--- config.mk ---
export PLATFORM = sky130hd
export DESIGN_NAME = seq_mag_cmp
export DESIGN_NICKNAME = d
export VERILOG_FILES = /design/src/rtl/seq_cmp_pkg.sv /design/src/rtl/seq_cmp_bit_cell.sv /design/src/rtl/seq_mag_cmp.sv
export SDC_FILE = /design/constraint.sdc
export NUM_CORES = 1
export LEC_CHECK = 0
export CAP_MARGIN = 20
export CORE_MARGIN = 2
export CORE_UTILIZATION = 25
export DETAILED_ROUTE_END_ITERATION = 16
export PLACE_DENSITY = 0.48
export SLEW_MARGIN = 25
export SYNTH_ARGS = -nofsm -noshare
export SYNTH_HDL_FRONTEND = slang
export SYNTH_SLANG_ARGS = --single-unit
--- constraint.sdc ---
create_clock -name clk -period 2.2 [get_ports clk]
set_input_delay 0.44 -clock clk [delete_from_list [all_inputs] [get_ports clk]]
set_output_delay 0.44 -clock clk [all_outputs]
set_load 0.1 [all_outputs]
--- src/rtl/seq_cmp_pkg.sv ---
// Shared types for the sequential magnitude comparator: FSM states and the
// internal result encoding that gets decoded into the Eq/Gt/Lt flags.
package seq_cmp_pkg;

    typedef enum logic [1:0] {
        ST_IDLE = 2'b00,
        ST_RUN  = 2'b01,
        ST_DONE = 2'b10
    } state_t;

    typedef enum logic [1:0] {
        RES_EQ = 2'b00,
        RES_GT = 2'b01,
        RES_LT = 2'b10
    } res_t;

    // Returns the one-hot flag triple ordered {eq, gt, lt}
    function automatic logic [2:0] res_to_flags(input res_t res);
        logic [2:0] flags;
        case (res)
            RES_EQ:  flags = 3'b100;
            RES_GT:  flags = 3'b010;
            RES_LT:  flags = 3'b001;
            default: flags = 3'b000;
        endcase
        return flags;
    endfunction

endpackage

--- src/rtl/seq_cmp_bit_cell.sv ---
// One-bit magnitude comparator cell; invert swaps the gt/lt decision so the
// sign bit of a two's-complement operand can be handled by the same cell.
module seq_cmp_bit_cell (
    input  logic a,
    input  logic b,
    input  logic invert,
    output logic eq,
    output logic gt,
    output logic lt
);

    logic diff;

    assign diff = a ^ b;
    assign eq   = ~diff;
    assign gt   = diff & (a ^ invert);
    assign lt   = diff & ~(a ^ invert);

endmodule

--- src/rtl/seq_mag_cmp.sv ---
// Bit-serial MSB-first magnitude comparator with start/busy/done handshake.
// Define SEQ_CMP_SIGNED_EN to add the signed_mode port (two's-complement compare).
module seq_mag_cmp
    import seq_cmp_pkg::*;
#(
    parameter int WIDTH = 8
) (
    input  logic             clk,
    input  logic             rst,
    input  logic             start,
    input  logic [WIDTH-1:0] A,
    input  logic [WIDTH-1:0] B,
`ifdef SEQ_CMP_SIGNED_EN
    input  logic             signed_mode,
`endif
    output logic             busy,
    output logic             done,
    output logic             Eq,
    output logic             Gt,
    output logic             Lt
);

    localparam int IDX_W = $clog2(WIDTH);
    localparam logic [IDX_W-1:0] IDX_TOP = IDX_W'(WIDTH - 1);

    state_t           state;
    logic [WIDTH-1:0] a_sh;
    logic [WIDTH-1:0] b_sh;
    logic [IDX_W-1:0] idx;
    logic             sgn;
    logic             invert;
    logic             cell_eq;
    logic             cell_gt;
    logic             cell_lt;
    res_t             cell_res;

`ifdef SEQ_CMP_SIGNED_EN
    logic sgn_q;
    assign sgn = sgn_q;
`else
    assign sgn = 1'b0;
`endif

    // Only the sign bit position flips the decision in signed mode
    assign invert = sgn & (idx == IDX_TOP);

    seq_cmp_bit_cell u_cell (
        .a      (a_sh[WIDTH-1]),
        .b      (b_sh[WIDTH-1]),
        .invert (invert),
        .eq     (cell_eq),
        .gt     (cell_gt),
        .lt     (cell_lt)
    );

    always_comb begin
        cell_res = RES_EQ;
        if (cell_gt) begin
            cell_res = RES_GT;
        end else if (cell_lt) begin
            cell_res = RES_LT;
        end
    end

    // Flags are only touched on the RUN->DONE edge so they survive a new start
    always_ff @(posedge clk) begin
        if (rst) begin
            state <= ST_IDLE;
            busy  <= 1'b0;
            done  <= 1'b0;
            Eq    <= 1'b0;
            Gt    <= 1'b0;
            Lt    <= 1'b0;
            a_sh  <= '0;
            b_sh  <= '0;
            idx   <= '0;
`ifdef SEQ_CMP_SIGNED_EN
            sgn_q <= 1'b0;
`endif
        end else begin
            case (state)
                ST_IDLE, ST_DONE: begin
                    done <= 1'b0;
                    if (start) begin
                        a_sh  <= A;
                        b_sh  <= B;
                        idx   <= IDX_TOP;
`ifdef SEQ_CMP_SIGNED_EN
                        sgn_q <= signed_mode;
`endif
                        busy  <= 1'b1;
                        state <= ST_RUN;
                    end else begin
                        state <= ST_IDLE;
                    end
                end
                ST_RUN: begin
                    if (cell_eq && (idx != '0)) begin
                        a_sh <= {a_sh[WIDTH-2:0], 1'b0};
                        b_sh <= {b_sh[WIDTH-2:0], 1'b0};
                        idx  <= idx - 1'b1;
                    end else begin
                        {Eq, Gt, Lt} <= res_to_flags(cell_res);
                        busy         <= 1'b0;
                        done         <= 1'b1;
                        state        <= ST_DONE;
                    end
                end
                default: begin
                    busy  <= 1'b0;
                    done  <= 1'b0;
                    state <= ST_IDLE;
                end
            endcase
        end
    end

endmodule

==> results.toml <==
[run_status]
status = "finished clean"

[synthesis]
yosysWarnings = 0
avgSynthCellArea_um2 = 8.76
ys_ff_latch = 26
yosysSeqAreaShare_pct = 42.8
synth_cell_types = 22
synth_area_um2 = 1220
syn_inst = 139
syn_nets = 162

[clocking]
cts_hold_buffers = 0
post-cts-setup-buffer-count = 0
clock-sinks = 26
cts_tree = "done"
htreeDepth = 1
clk_pin_slew_ns = 0.09
numCtsBuffers = 3
insertion_delay_ns = 0.27
cts_root_buf = "clkbuf_8"
clock_path_buffers = 2
cts_resized = 0

[timing]
post-route-period-util_pct = 86.7
slew-limit-headroom_pct = 63.3
tns_ns = 0
max_freq_ghz = 0.524
drv_slew = 0
fin_crit_ns = 1.91
finalHoldViolCount = 0
rsz0062_at_grt = "false"
worst_pin_slew_ns = 0.548
setup_violations = 0
skew_ns = 0.00515

[route]
drcViolationCount = 0
wl_per_cell_um = 13.4
dr_wl_met3_um = 127
ant_nets = 0
routed-via-count = 1035
routed_wl_um = 2990
via_per_inst = 4.62
maxUsedRoutingLayer = "met4"
wl_met2_um = 1320
met1Wirelength_um = 1490
drt_pass1_iterations = 4
first_iter_violations = 73

[floorplanning]
num_rows = 25
dieArea_um2 = 5440
die_w_um = 73.8
coreArea_um2 = 4720
initial_core_util_pct = 25.8
ios = 24
die_h_um = 73.8

[cells_and_area]
final_common_cell = "nand2_1"
fin_nets = 182
drive_gt1_share_pct = 13.4
area_growth_pct = 25.2
final_cells = 224
fillers = 503
antenna_cells = 0
final_cell_mix = "nand2_1, dfxtp_1, nor3_1"

[grt]
grt_start_max_net_pins = 27
grt_use_total_pct = 11.8
antenna_found_initial = 0
grt_pass1_vias = 1063
overflow = 0
grt_pass1_wl_um = 4920

[job]
maxCapViolations = 0

[pwr]
p_clk_share_pct = 22.9
leakage_nw = 0.544
intPower_uw = 779
p_sw_share_pct = 32.9
seqPwrFrac_pct = 47.9
peakVddDrop_v = 0.000220
combPwrFrac_pct = 29.1
power.switching_uw = 381
power_density_nw_per_um2 = 761

[place]
portBuffers = 23
hpwl_um = 2020
place_congestion = 0.801
dp.cells = 221

[setup_path]
crit_type = "reg2reg"
r2r_slack_ns = 0.29
worstSetupEndpointType = "register"
critPathMaxFanout = 21
start_kind = "register"
reg2reg_depth = 6
worstPathRequired_ns = 2.37
arrival_ns = 2.08

[worst_hold_path]
hold_class = "reg2reg"
holdPathStages = 2
==> cell usage after synthesis, drive strengths merged <==
master	number	share of area (%)
dfxtp	26	43
buf	9	5.1
nand2b	3	1.5
a211oi	2	1.2
a21oi	7	2.9
o21a	1	0.62
nand3b	3	1.8
nor2b	4	2.1
o21bai	1	0.62
clkbuf	3	0.92
o21ai	3	1.5
nor2	2	0.62
ha	4	4.1
and4bb	1	1.0
a311oi	14	14
nor3	19	7.8
inv	5	1.5
nand2	30	9.2
nand3	2	0.82
==> worst max-delay path, stage by stage, from the launching register on <==
cell      delay, ns
dfxtp_1        0.36
inv_1          0.05
ha_1           0.19
ha_1           0.21
and4bb_2       0.62
nor3_1         0.11
a311oi_1       0.28
==> area by class of cell <==
class | count | area, µm² | share of cell area [%]
Multi-Input combinational cell | 96 | 612 | 40.1
Sequential cell | 26 | 520 | 34.2
Timing Repair Buffer | 27 | 248 | 16.3
Tap cell | 67 | 83.8 | 5.50
Clock buffer | 3 | 41.3 | 2.71
Inverter | 5 | 18.8 | 1.23
==> layer usage <==
| metal | GRT usage, % | vias up |
|---|---|---|
| met3 | 1.92 | 5 |
| met2 | 19.6 | 24 |
| met5 | 0 | - |
| met4 | 4.85 | 0 |
| li1 | - | 530 |
| met1 | 14.9 | 476 |
==> final timing paths <==
check,from,endpoint
worst max-delay path,idx[0],a_sh[3]
worst min-delay path,a_sh[1],a_sh[2]
worst max register to register,idx[0],a_sh[3]
worst min register to register,a_sh[1],a_sh[2]
==> power by group through the flow <==
| stage | Combinational (mW) | Sequential [mW] | Clock, mW |
|---|---|---|---|
| 6_report | 0.338 | 0.556 | 0.266 |
| 4_1_cts | 0.336 | 0.556 | 0.273 |
| 5_1_grt | 0.374 | 0.565 | 0.294 |
| 3_5_place_dp | 0.334 | 0.567 | 0 |
| 3_3_place_gp | 0.328 | 0.566 | 0 |
| 2_1_floorplan | 0.210 | 0.606 | 0 |
==> metrics by stage <==
| stage | util (%) | power [mW] | worst slack (ns) | hold WS, ns | instance area (µm²) |
|---|---|---|---|---|---|
| 2_1_floorplan | - | 0.816 | 0.590 | 0.456 | 1220 |
| 3_5_place_dp | 31.2 | 0.901 | 0.128 | 0.479 | 1480 |
| 3_3_place_gp | 31.2 | 0.894 | 0.198 | 0.477 | 1480 |
| 5_1_grt | 32.3 | 1.23 | 0.0947 | 0.519 | 1520 |
| 6_report | 32.3 | 1.16 | 0.292 | 0.490 | 1520 |
| 4_1_cts | 32.1 | 1.17 | 0.103 | 0.492 | 1520 |
==> cells by family (layout without fill, tap and decap cells) <==
logic type	Yosys count	count (layout)	share of synthesized area, %
adders and majority gates	4	4	4.11
DFF	26	26	42.8
buffers and inverters	17	35	7.61
AOI/OAI and AO/OA	28	28	20.6
and+or+nand+nor	64	64	25.0
==> state kept, by name, summed over array words and instances (netlist names) <==
| name | count |
|---|---|
| busy | 1 |
| done | 1 |
| Gt | 1 |
| Lt | 1 |
| idx | 3 |
| Eq | 1 |
| b_sh | 8 |
| a_sh | 8 |
| state | 2 |
Power figures use the tool's default switching activity.
